===== src/rtl/vga_pkg.sv =====
// Shared VGA 640x480@60 timing, playfield geometry and RGB332 colour constants
// for the snake display stage.
package vga_pkg;

  localparam logic [9:0] H_VISIBLE    = 10'd640;
  localparam logic [9:0] H_FRONT      = 10'd16;
  localparam logic [9:0] H_SYNC       = 10'd96;
  localparam logic [9:0] H_BACK       = 10'd48;
  localparam logic [9:0] H_SYNC_START = 10'd656;
  localparam logic [9:0] H_SYNC_END   = 10'd752;
  localparam logic [9:0] H_TOTAL      = 10'd800;
  localparam logic [9:0] H_LAST       = 10'd799;

  localparam logic [9:0] V_VISIBLE    = 10'd480;
  localparam logic [9:0] V_FRONT      = 10'd10;
  localparam logic [9:0] V_SYNC       = 10'd2;
  localparam logic [9:0] V_BACK       = 10'd33;
  localparam logic [9:0] V_SYNC_START = 10'd490;
  localparam logic [9:0] V_SYNC_END   = 10'd492;
  localparam logic [9:0] V_TOTAL      = 10'd525;
  localparam logic [9:0] V_LAST       = 10'd524;

  localparam logic [9:0] GRID_W     = 10'd30;
  localparam logic [9:0] GRID_CELLS = 10'd900;
  localparam logic [9:0] GRID_PIX   = 10'd480;

  localparam logic [7:0] BLANK       = 8'h00;
  localparam logic [7:0] BACKGROUND  = 8'h00;
  localparam logic [7:0] SNAKE_COLOR = 8'b00011000;
  localparam logic [7:0] FOOD_COLOR  = 8'b00010011;
  localparam logic [7:0] BORDER      = 8'b01001001;
  localparam logic [7:0] BORDER_LOST = 8'b11100000;
  localparam logic [7:0] BORDER_WON  = 8'b00011100;

  // A lost game dominates a won flag so a glitchy double-assert still reads as loss.
  function automatic logic [7:0] border_color(input logic lost, input logic won);
    if (lost)     return BORDER_LOST;
    else if (won) return BORDER_WON;
    else          return BORDER;
  endfunction

endpackage


===== src/rtl/vga_timing.sv =====
// Pixel-clock divider, 800x525 raster counters, raw sync/visible decode of the
// current position and a one-cycle pulse after each frame wrap.
module vga_timing
  import vga_pkg::*;
#(
  parameter int PIX_DIV = 4
) (
  input  logic       clk_i,
  input  logic       rst_i,
  output logic       pt_o,
  output logic [9:0] h_o,
  output logic [9:0] v_o,
  output logic       hsync_n_o,
  output logic       vsync_n_o,
  output logic       visible_o,
  output logic       frame_tick_o
);

  localparam int            DW       = (PIX_DIV > 1) ? $clog2(PIX_DIV) : 1;
  localparam logic [DW-1:0] DIV_LAST = DW'(PIX_DIV - 1);

  logic [DW-1:0] div_q, div_d;
  logic [9:0]    h_q, h_d, v_q, v_d;
  logic          frame_tick_q, frame_tick_d;
  logic          pt, h_wrap, v_wrap;

  always_comb begin
    pt     = (div_q == DIV_LAST);
    h_wrap = (h_q == H_LAST);
    v_wrap = (v_q == V_LAST);
    div_d  = pt ? '0 : div_q + DW'(1);
    h_d    = h_q;
    v_d    = v_q;
    if (pt) begin
      h_d = h_wrap ? 10'd0 : h_q + 10'd1;
      if (h_wrap) v_d = v_wrap ? 10'd0 : v_q + 10'd1;
    end
    frame_tick_d = pt && h_wrap && v_wrap;
  end

  always_ff @(posedge clk_i) begin
    if (rst_i) begin
      div_q        <= '0;
      h_q          <= 10'd0;
      v_q          <= 10'd0;
      frame_tick_q <= 1'b0;
    end else begin
      div_q        <= div_d;
      h_q          <= h_d;
      v_q          <= v_d;
      frame_tick_q <= frame_tick_d;
    end
  end

  assign pt_o         = pt;
  assign h_o          = h_q;
  assign v_o          = v_q;
  assign hsync_n_o    = !((h_q >= H_SYNC_START) && (h_q < H_SYNC_END));
  assign vsync_n_o    = !((v_q >= V_SYNC_START) && (v_q < V_SYNC_END));
  assign visible_o    = (h_q < H_VISIBLE) && (v_q < V_VISIBLE);
  assign frame_tick_o = frame_tick_q;

endmodule


===== src/rtl/vga_grid_renderer.sv =====
// Maps the raster position to a 30x30 grid cell index for the game logic and
// registers sync plus colour together so they leave the block one pixel late.
module vga_grid_renderer
  import vga_pkg::*;
#(
  parameter int PIX_DIV    = 4,
  parameter int GRID_X0    = 80,
  parameter int CELL_SHIFT = 4,
  parameter int NO_CELL    = 1023
) (
  input  logic       master_clk,
  input  logic       rst,
  output logic [9:0] index,
  input  logic       is_snake,
  input  logic       is_food,
  input  logic       won,
  input  logic       lost,
  output logic       hsync,
  output logic       vsync,
  output logic [7:0] rgb,
  output logic       frame_tick
);

  localparam logic [9:0] GX0    = 10'(GRID_X0);
  localparam logic [9:0] GX_END = 10'(GRID_X0 + 480);

  logic       pt, hsync_n, vsync_n, visible;
  logic [9:0] h, v;
  logic [9:0] h_off, col, row;
  logic       in_grid;
  logic [7:0] rgb_d, rgb_q;
  logic       hsync_q, vsync_q;

  vga_timing #(
    .PIX_DIV (PIX_DIV)
  ) u_timing (
    .clk_i        (master_clk),
    .rst_i        (rst),
    .pt_o         (pt),
    .h_o          (h),
    .v_o          (v),
    .hsync_n_o    (hsync_n),
    .vsync_n_o    (vsync_n),
    .visible_o    (visible),
    .frame_tick_o (frame_tick)
  );

  // row*30 tops out at 870, so the 10-bit product never overflows.
  always_comb begin
    h_off   = h - GX0;
    in_grid = (h >= GX0) && (h < GX_END) && (v < GRID_PIX);
    col     = h_off >> CELL_SHIFT;
    row     = v >> CELL_SHIFT;
    index   = in_grid ? (row * GRID_W + col) : 10'(NO_CELL);
  end

  always_comb begin
    rgb_d = BACKGROUND;
    if (!visible)      rgb_d = BLANK;
    else if (!in_grid) rgb_d = border_color(lost, won);
    else if (is_snake) rgb_d = SNAKE_COLOR;
    else if (is_food)  rgb_d = FOOD_COLOR;
  end

  always_ff @(posedge master_clk) begin
    if (rst) begin
      hsync_q <= 1'b1;
      vsync_q <= 1'b1;
      rgb_q   <= 8'h00;
    end else if (pt) begin
      hsync_q <= hsync_n;
      vsync_q <= vsync_n;
      rgb_q   <= rgb_d;
    end
  end

  assign hsync = hsync_q;
  assign vsync = vsync_q;
  assign rgb   = rgb_q;

endmodule

===== config.mk =====
export PLATFORM = sky130hd
export DESIGN_NAME = vga_grid_renderer
export DESIGN_NICKNAME = d
export VERILOG_FILES = /design/src/rtl/vga_pkg.sv /design/src/rtl/vga_timing.sv /design/src/rtl/vga_grid_renderer.sv
export SDC_FILE = /design/constraint.sdc
export NUM_CORES = 1
export LEC_CHECK = 0
export ABC_AREA = 1
export CAP_MARGIN = 5
export CELL_PAD_IN_SITES_DETAIL_PLACEMENT = 2
export CELL_PAD_IN_SITES_GLOBAL_PLACEMENT = 2
export CORE_MARGIN = 4
export CORE_UTILIZATION = 36
export CTS_CLUSTER_SIZE = 16
export DETAILED_ROUTE_END_ITERATION = 7
export GPL_TIMING_DRIVEN = 0
export PLACE_DENSITY = 0.88
export SYNTH_ARGS = -nofsm -noshare
export SYNTH_HDL_FRONTEND = slang
export SYNTH_SLANG_ARGS = --single-unit

===== constraint.sdc =====
create_clock -name master_clk -period 9.3 [get_ports master_clk]
set_input_delay 0.93 -clock master_clk [delete_from_list [all_inputs] [get_ports master_clk]]
set_output_delay 0.93 -clock master_clk [all_outputs]
set_load 0.05 [all_outputs]

Yosys cells after proc, flatten, opt, wreduce, memory -nomap -nowiden
Index checks and enable logic that the tools add are counted.

operators by class
  reduce and logical (&&, ||, !) cells = 11
  multiplexer cells = 9
  $add $sub $neg = 5
  bitwise gates (word level) = 0
  equal/unequal tests = 3
  divide/modulo/power cells = 0
  shift operators = 0
  multiply operators = 1
  order comparisons = 8

operators with widths
  cell                                                                            count
  10-bit less-than comparator (second input constant)                             3
  10-bit 2-to-1 mux                                                               3
  8-bit 2-to-1 mux                                                                3
  10-bit by 1-bit adder with 10-bit output (second input constant)                2
  10-bit == test (second input constant)                                          2
  10-bit by 9-bit less-than comparator with 1-bit output (second input constant)  2
  10-bit by 6-bit adder with 10-bit output                                        1
  10-bit >= comparator (second input constant)                                    1
  10-bit by 7-bit >= comparator with 1-bit output (second input constant)         1
  10-bit by 9-bit >= comparator with 1-bit output (second input constant)         1
  5-bit 2-to-1 mux                                                                2
  10-bit by 7-bit subtractor with 10-bit output (second input constant)           1
  6-bit by 4-bit multiplier with 9-bit output (second input constant)             1
  1-bit logical AND                                                               7
  7-bit 2-to-1 mux                                                                1
  2-bit by 1-bit adder with 2-bit output (second input constant)                  1
  2-bit == test (second input constant)                                           1
  1-bit logical NOT                                                               2
  2-bit AND reduction                                                             1
  2-bit OR reduction                                                              1

storage, ports and cells
  memories = 0
  register bits = 33
  ROM bits = 0
  input port bits = 6
  memory bits (writable) = 0
  latch bits = 0

Longest topological paths before layout
Gate-level depths: netlist (run 1).

  depth in word-level cells = 5
  mapped depth = 16

By module
A second synthesis (run 1) with hierarchy kept.

second synthesis, totals
  cell total of the unflattened synthesis = 412
  area total of the unflattened synthesis = 2,820.2 µm²

modules (own cells, without submodules)
  module             cells an instance  area each (µm²)  times used  seq. area each (µm²)
  vga_grid_renderer  220                1,500.2          1           180.2
  vga_timing         192                1,320.0          1           460.4

Least setup slack after synthesis (run 1)
Ideal clock, no wire load.

  path type = register to output
  start point = register u_timing.v_q[7], in the netlist u_timing.v_o[7]
  end point = output index[7]
  cell stages (with the launch flop) = 12
  path buffers = 0
  path slack = 4.570 ns
  data required time = 8.370 ns
  arrival = 3.800 ns
  cell sequence = dfxtp_1 inv_1 fa_1 fa_1 inv_1 ha_1 xnor2_1 ha_1 a21oi_1 nor2_1 nor2_1 o21ai_0

on the way
  word-level cells in the longest chain between the ends = 3
  elaborated cells between the ends (all ways) = 5
  those cells by class = 1 x add/sub; 1 x mul; 1 x order compare; 1 x mux; 1 x reduce/logical

ends and longest elaborated chain
  element                                                                                                                line                                              RTL
  start: declaration                                                                                                     vga_timing.sv:23                                  logic [9:0] h_q, h_d, v_q, v_d;
  start signal: assignment                                                                                               vga_timing.sv:50                                  v_q <= v_d;
  6-bit by 4-bit multiplier with 9-bit output or 10-bit by 9-bit less-than comparator with 1-bit output (tied branches)  vga_grid_renderer.sv:54, vga_grid_renderer.sv:51
  10-bit by 6-bit adder with 10-bit output or 1-bit logical AND (tied branches)                                          vga_grid_renderer.sv:54, vga_grid_renderer.sv:51
  10-bit 2-to-1 mux *                                                                                                    vga_grid_renderer.sv:54                           index = in_grid ? (row * GRID_W + col) : 10'(NO_CELL);
  end: declaration                                                                                                       vga_grid_renderer.sv:13                           output logic [9:0] index,

Mark *: on every way between the ends. The rest lies on a longest branch, timed or not.

Worst setup path in the final report (run 1)
  start point = register u_timing.v_q[7], in the netlist u_timing.v_o[7]
  end point = output index[8]

Same word-level chain as after synthesis.

==> qor.yml, run 1 <==
antenna_left: 0
critical-path-max-stage-delay_ps: 790
crit_path_end: "index[8]"
track_usage_pct: 23.0
yosys_warnings: 0
cts_tree: "built"
tightest_slew_ps: 561
stdcell_area_um2: 3280
nets: 472
finalMaxSlewViolations: 0
die_h_um: 96.3
max-cap-violations: 0
antenna_found_initial: 0
crit_path_top_delay_cell: "clkdlybuf4s50_1"
rows: 31
cts.sinks: 32
ys.flop_type: "dfxtp_1"
cp_max_fo: 7
grt.overflow.total: 0
wl_per_cell_um: 18.6
hold_path_class: "register to register"
fin_tns_setup_ps: 0
cp-end-kind: "output port"
gp_congestion: 0.772
worst_ep_required_time_ps: 8370
dieArea_um2: 9270
yosys-top-cells-area: "dfxtp_1 (23%), ha_1 (15%), nand2_1 (11%)"
grt_max_degree: 11
rrSetupSlack_ps: 7220
cts_root_buf: "clkbuf_8"
synth.top_cell.area_share_pct: 22.8
final_util_pct: 44.2
async_flop_share_pct: 0
outcome: "completed"
start_kind: "register"
worst_slack_ps: 3760
num_vias: 2746
post-cts-setup-buffer-count: 0
synth-seq-cells: 32
reg2reg_to: "rgb[4]"
leakage_nw: 1.54
synth.avg_cell_area_um2: 7.19
powerDensity_nw_per_um2: 85.4
area_growth_pct: 16.9
crit_cells: 15
clockBufferDepth: 2
placed_area_um2: 3190
grt_first_pass_wirelength_mm: 16.2
path_class: "register to output port"
cp-startpoint: "u_timing.v_o[7]"
hold_viol: 0
synth_edf_count: 0
rsz0062_at_grt: "no"
crit_buf_inv: 4
relSlewSlack_pct: 62.6
reg2reg_depth: 10
synthesis.area_um2: 2800
synth_cells: 390
r2r_start: "u_timing.v_o[9]"
finalSetupViolCount: 0
hpwl_mm: 7.12
drtIter0Drc: 110
grt_pass1_vias: 3124
cpMostUsedCell: "inv_1"
worst-endpoint-arrival_ps: 4610
finClkSkew_ps: 7.78
fmax_ghz: 0.180
period_minus_slack_ps: 5540
total_power_uw: 280
core_um2: 7410
drc: 0
synth.distinct_cells: 42
antenna_cells: 0
drive_gt1_share_pct: 7.31
port_buffers: 26
start_util_pct: 37.8
ir_drop_mv: 0.0609
cts.repair.resized: 0
numCtsBuffers: 5
ios: 27
fp.dieW_um: 96.3
via_per_inst: 5.25
htreeDepth: 2
critPathTopFamily: "adder cells"
cp_cell_sequence: "inv_1 -> fa_1 -> fa_1 -> inv_1 -> ha_1 -> xnor2_1 -> ha_1 -> nand2_1 -> inv_1 -> nand4_1 -> nand3_1 -> nand3_1 -> or2_0 -> nand2_1 -> clkdlybuf4s50_1"
syn_nets: 439
finalCritPeriodShare_pct: 59.6
routed_wl_mm: 9.72
preCtsSetupSlack_ps: 4080
yosys.area.top_type: "dfxtp_1"
ys_seq_area_share_pct: 22.8
dr.pass1.iters: 4
hold_buffers: 0
clk_latency_ps: 300
cts.clk_slew.worst_paths_ps: 70
==> where the power goes <==
group / leakage (nW) / internal [mW] / switching [mW]
Clock: 0.0455 / 0.0604 / 0.0565
Sequential: 0.258 / 0.139 / 0.00140
Combinational: 1.23 / 0.00737 / 0.0149
==> cell usage in the layout (no fill, tap or decap), types with 3 or more instances in the layout <==
| master | count |
|---|---|
| nand2_1 | 80 |
| inv_1 | 62 |
| nor2_1 | 37 |
| ha_1 | 33 |
| dfxtp_1 | 32 |
| nand3_1 | 27 |
| clkdlybuf4s50_1 | 26 |
| a21oi_1 | 19 |
| nand4_1 | 15 |
| xor2_1 | 10 |
| o21ai_0 | 10 |
| fa_1 | 10 |
| nor3_1 | 6 |
| nand2_2 | 6 |
| clkbuf_8 | 6 |
| xnor2_1 | 4 |
| inv_2 | 3 |
| clkbuf_1 | 3 |
==> synth_stat cells (all sizes together), types with 2 or more instances <==
master and n:
nor4 2, nor3b 3, o31ai 2, or2 3, a31oi 2, nor3 7
fa 10, nor2 39, o21ai 14, buf 3, ha 33, xor2 10
xnor2 4, inv 67, nand3b 3, dfxtp 32, nand3 28, nand2 87
a21oi 19, nand4 15
==> per-layer routing <==
layer  vias up  track usage (%)  wire length (µm)
li1       1314                -                 -
met1      1361             27.1              4140
met2        50             41.8              5080
met3        21             3.67               252
met4         0             8.06               243
met5         -                0                 0
==> worst reg2reg max path: stages, from the launching register on <==
cell and delay (ps):
dfxtp_1 390, inv_1 290, ha_1 230, nand2_1 80, o21ai_0 320, inv_1 170, nand3_4 200, inv_4 100
nand2_1 80, nand2_1 70, o21ai_2 100
==> state kept, by name (all words and copies together) (netlist names) <==
register               count
rgb                        7
hsync                      1
vsync                      1
u_timing.div_q             2
u_timing.v_o              10
u_timing.frame_tick_o      1
u_timing.h_o              10
==> through the flow <==
step,hold slack (ps),instances
after floorplan,399,390
after global placement,407,515
after detailed placement,435,515
after CTS,445,523
after global routing,476,523
final,437,523
==> worst min-delay path by stage <==
stage,start,end,slack [ps],cells past startpoint
finish,u_timing.div_q[0],u_timing.div_q[0],440,1
global route,u_timing.div_q[0],u_timing.div_q[0],480,1
detailed placement,u_timing.div_q[0],u_timing.div_q[0],430,1
global placement,u_timing.div_q[0],u_timing.div_q[0],410,1
floorplan,u_timing.div_q[0],u_timing.div_q[0],400,1
CTS,u_timing.div_q[0],u_timing.div_q[0],440,1
==> cell families (layout without fill, tap and decap cells) <==
logic type	Yosys count	after routing	share of synthesized area, %
xor gates and xnor gates	14	14	4.37
buffers and inverters	72	106	10.4
DFF	32	32	22.8
and+or+nand+nor	188	188	32.3
adders and majority gates	43	43	21.9
AOI/OAI and AO/OA	41	41	8.26
==> area by class of cell <==
cell class	instances	area, µm²
Inverter	68	262
Clock buffer	8	90.1
Sequential cell	32	641
Timing Repair Buffer	26	260
Fill cell	879	4130
Tap cell	99	124
Multi-Input combinational cell	286	1870
Buffer	4	30.0
Power figures use the tool's default switching activity.
==> inputs of run 2 (changes only) <==
- CORE_UTILIZATION: 36 -> 33
- PLACE_DENSITY: 0.88 -> 0.82
- clock period: 9.3 -> 5.25 ns (I/O delays scaled with it)
==> qor.yml, run 2 (synthesized netlist as in run 1, its figures left out) <==
outcome: "completed"
numCtsBuffers: 5
routed_wl_mm: 8.50
cts_tree: "built"
core_um2: 8260
worst-endpoint-arrival_ps: 4340
fp.dieW_um: 100
start_util_pct: 34.0
hold_path_class: "register to register"
ir_drop_mv: 0.125
antenna_found_initial: 0
cp-end-kind: "output port"
cts_root_buf: "clkbuf_8"
post-cts-setup-buffer-count: 0
grt.overflow.total: 0
final_util_pct: 40.3
via_per_inst: 5.10
grt_pass1_vias: 3087
htreeDepth: 2
rsz0062_at_grt: "no"
rows: 33
drc: 0
fmax_ghz: 0.205
final_common_cell: "nand2_1"
nets: 472
drtIter0Drc: 95
dieArea_um2: 10000
gp_congestion: 0.793
powerDensity_nw_per_um2: 167
finalSetupViolCount: 0
finalMaxSlewViolations: 0
finalCritPeriodShare_pct: 92.7
period_minus_slack_ps: 4870
most-common-layout-cells: "nand2_1 (80), inv_1 (62), nor2_1 (37)"
clk_latency_ps: 290
max-cap-violations: 0
relSlewSlack_pct: 61.7
track_usage_pct: 18.5
ios: 27
finClkSkew_ps: 3.43
hpwl_mm: 6.79
leakage_nw: 1.55
antenna_left: 0
antenna_cells: 0
grt_first_pass_wirelength_mm: 15.0
drive_gt1_share_pct: 7.78
start_kind: "register"
tightest_slew_ps: 574
grt_max_degree: 11
port_buffers: 26
path_class: "register to output port"
cts.sinks: 32
cts.clk_slew.worst_paths_ps: 70
die_h_um: 100
cp_max_fo: 7
num_vias: 2696
wl_per_cell_um: 16.1
clockBufferDepth: 2
dr.pass1.iters: 6
hold_buffers: 0
worst_ep_required_time_ps: 4720
area_growth_pct: 18.6
fin_tns_setup_ps: 0
cts.repair.resized: 0
hold_viol: 0
-- run 2: path summary, 6_finish.rpt --
check | from | to | slack [ps] | cells past startpoint
worst max-delay path | u_timing.v_o[5] | index[6] | 380 | 14
worst min-delay path | u_timing.div_q[0] | u_timing.div_q[0] | 430 | 1
worst min register to register | u_timing.div_q[0] | u_timing.div_q[0] | 430 | 1
worst max register to register | u_timing.v_o[9] | rgb[4] | 3260 | 10
-- run 2: where the power goes --
part	internal [mW]	switching [mW]
clock	0.168	0.100
combinational	0.0129	0.0262
sequential	0.247	0.00237
total	0.427	0.129
-- run 2: critical path: stages, from the launching register on --
cell and delay, ps:
dfxtp_1 520, inv_1 210, fa_1 540, fa_1 520, inv_1 40, ha_1 380, xnor2_1 220, ha_1 310
nand2_1 90, inv_1 50, nand4_1 70, nand3_1 100, xor2_1 160, nand2_1 60, clkdlybuf4s50_1 790
-- run 2: cell type report --
type,instances,area [µm²]
fill,967,4930
multi-input combinational,286,1870
sequential,32,641
timing repair buffer,26,263
inverter,68,262
tap,105,131
clock buffer,7,96.3
clock inverter,1,30.0
buffer,4,30.0
-- run 2: metrics by stage --
| step | area [µm²] | power [mW] | hold WS [ps] | cells | setup slack [ps] |
|---|---|---|---|---|---|
| detailed placement | 3200 | 0.294 | 418 | 521 | 421 |
| global placement | 3200 | 0.292 | 408 | 521 | 536 |
| floorplan | 2800 | 0.278 | 399 | 390 | 925 |
| CTS | 3320 | 0.561 | 429 | 529 | 103 |
| finish | 3320 | 0.556 | 425 | 529 | 383 |
| global route | 3320 | 0.576 | 455 | 529 | 60.8 |
-- run 2: layer usage --
layer,GRT usage (%),vias to the layer above,wire length (µm)
li1,-,1315,-
met1,22.6,1333,3780
met2,34.3,38,4420
met3,1.95,10,176
met4,4.77,0,114
met5,0,-,0
==> inputs of run 3 (changes only) <==
- SKIP_LAST_GASP: not set -> 1
==> results of run 3 <==
Same layout as run 2: the final DEF is identical, and so are final timing and power.
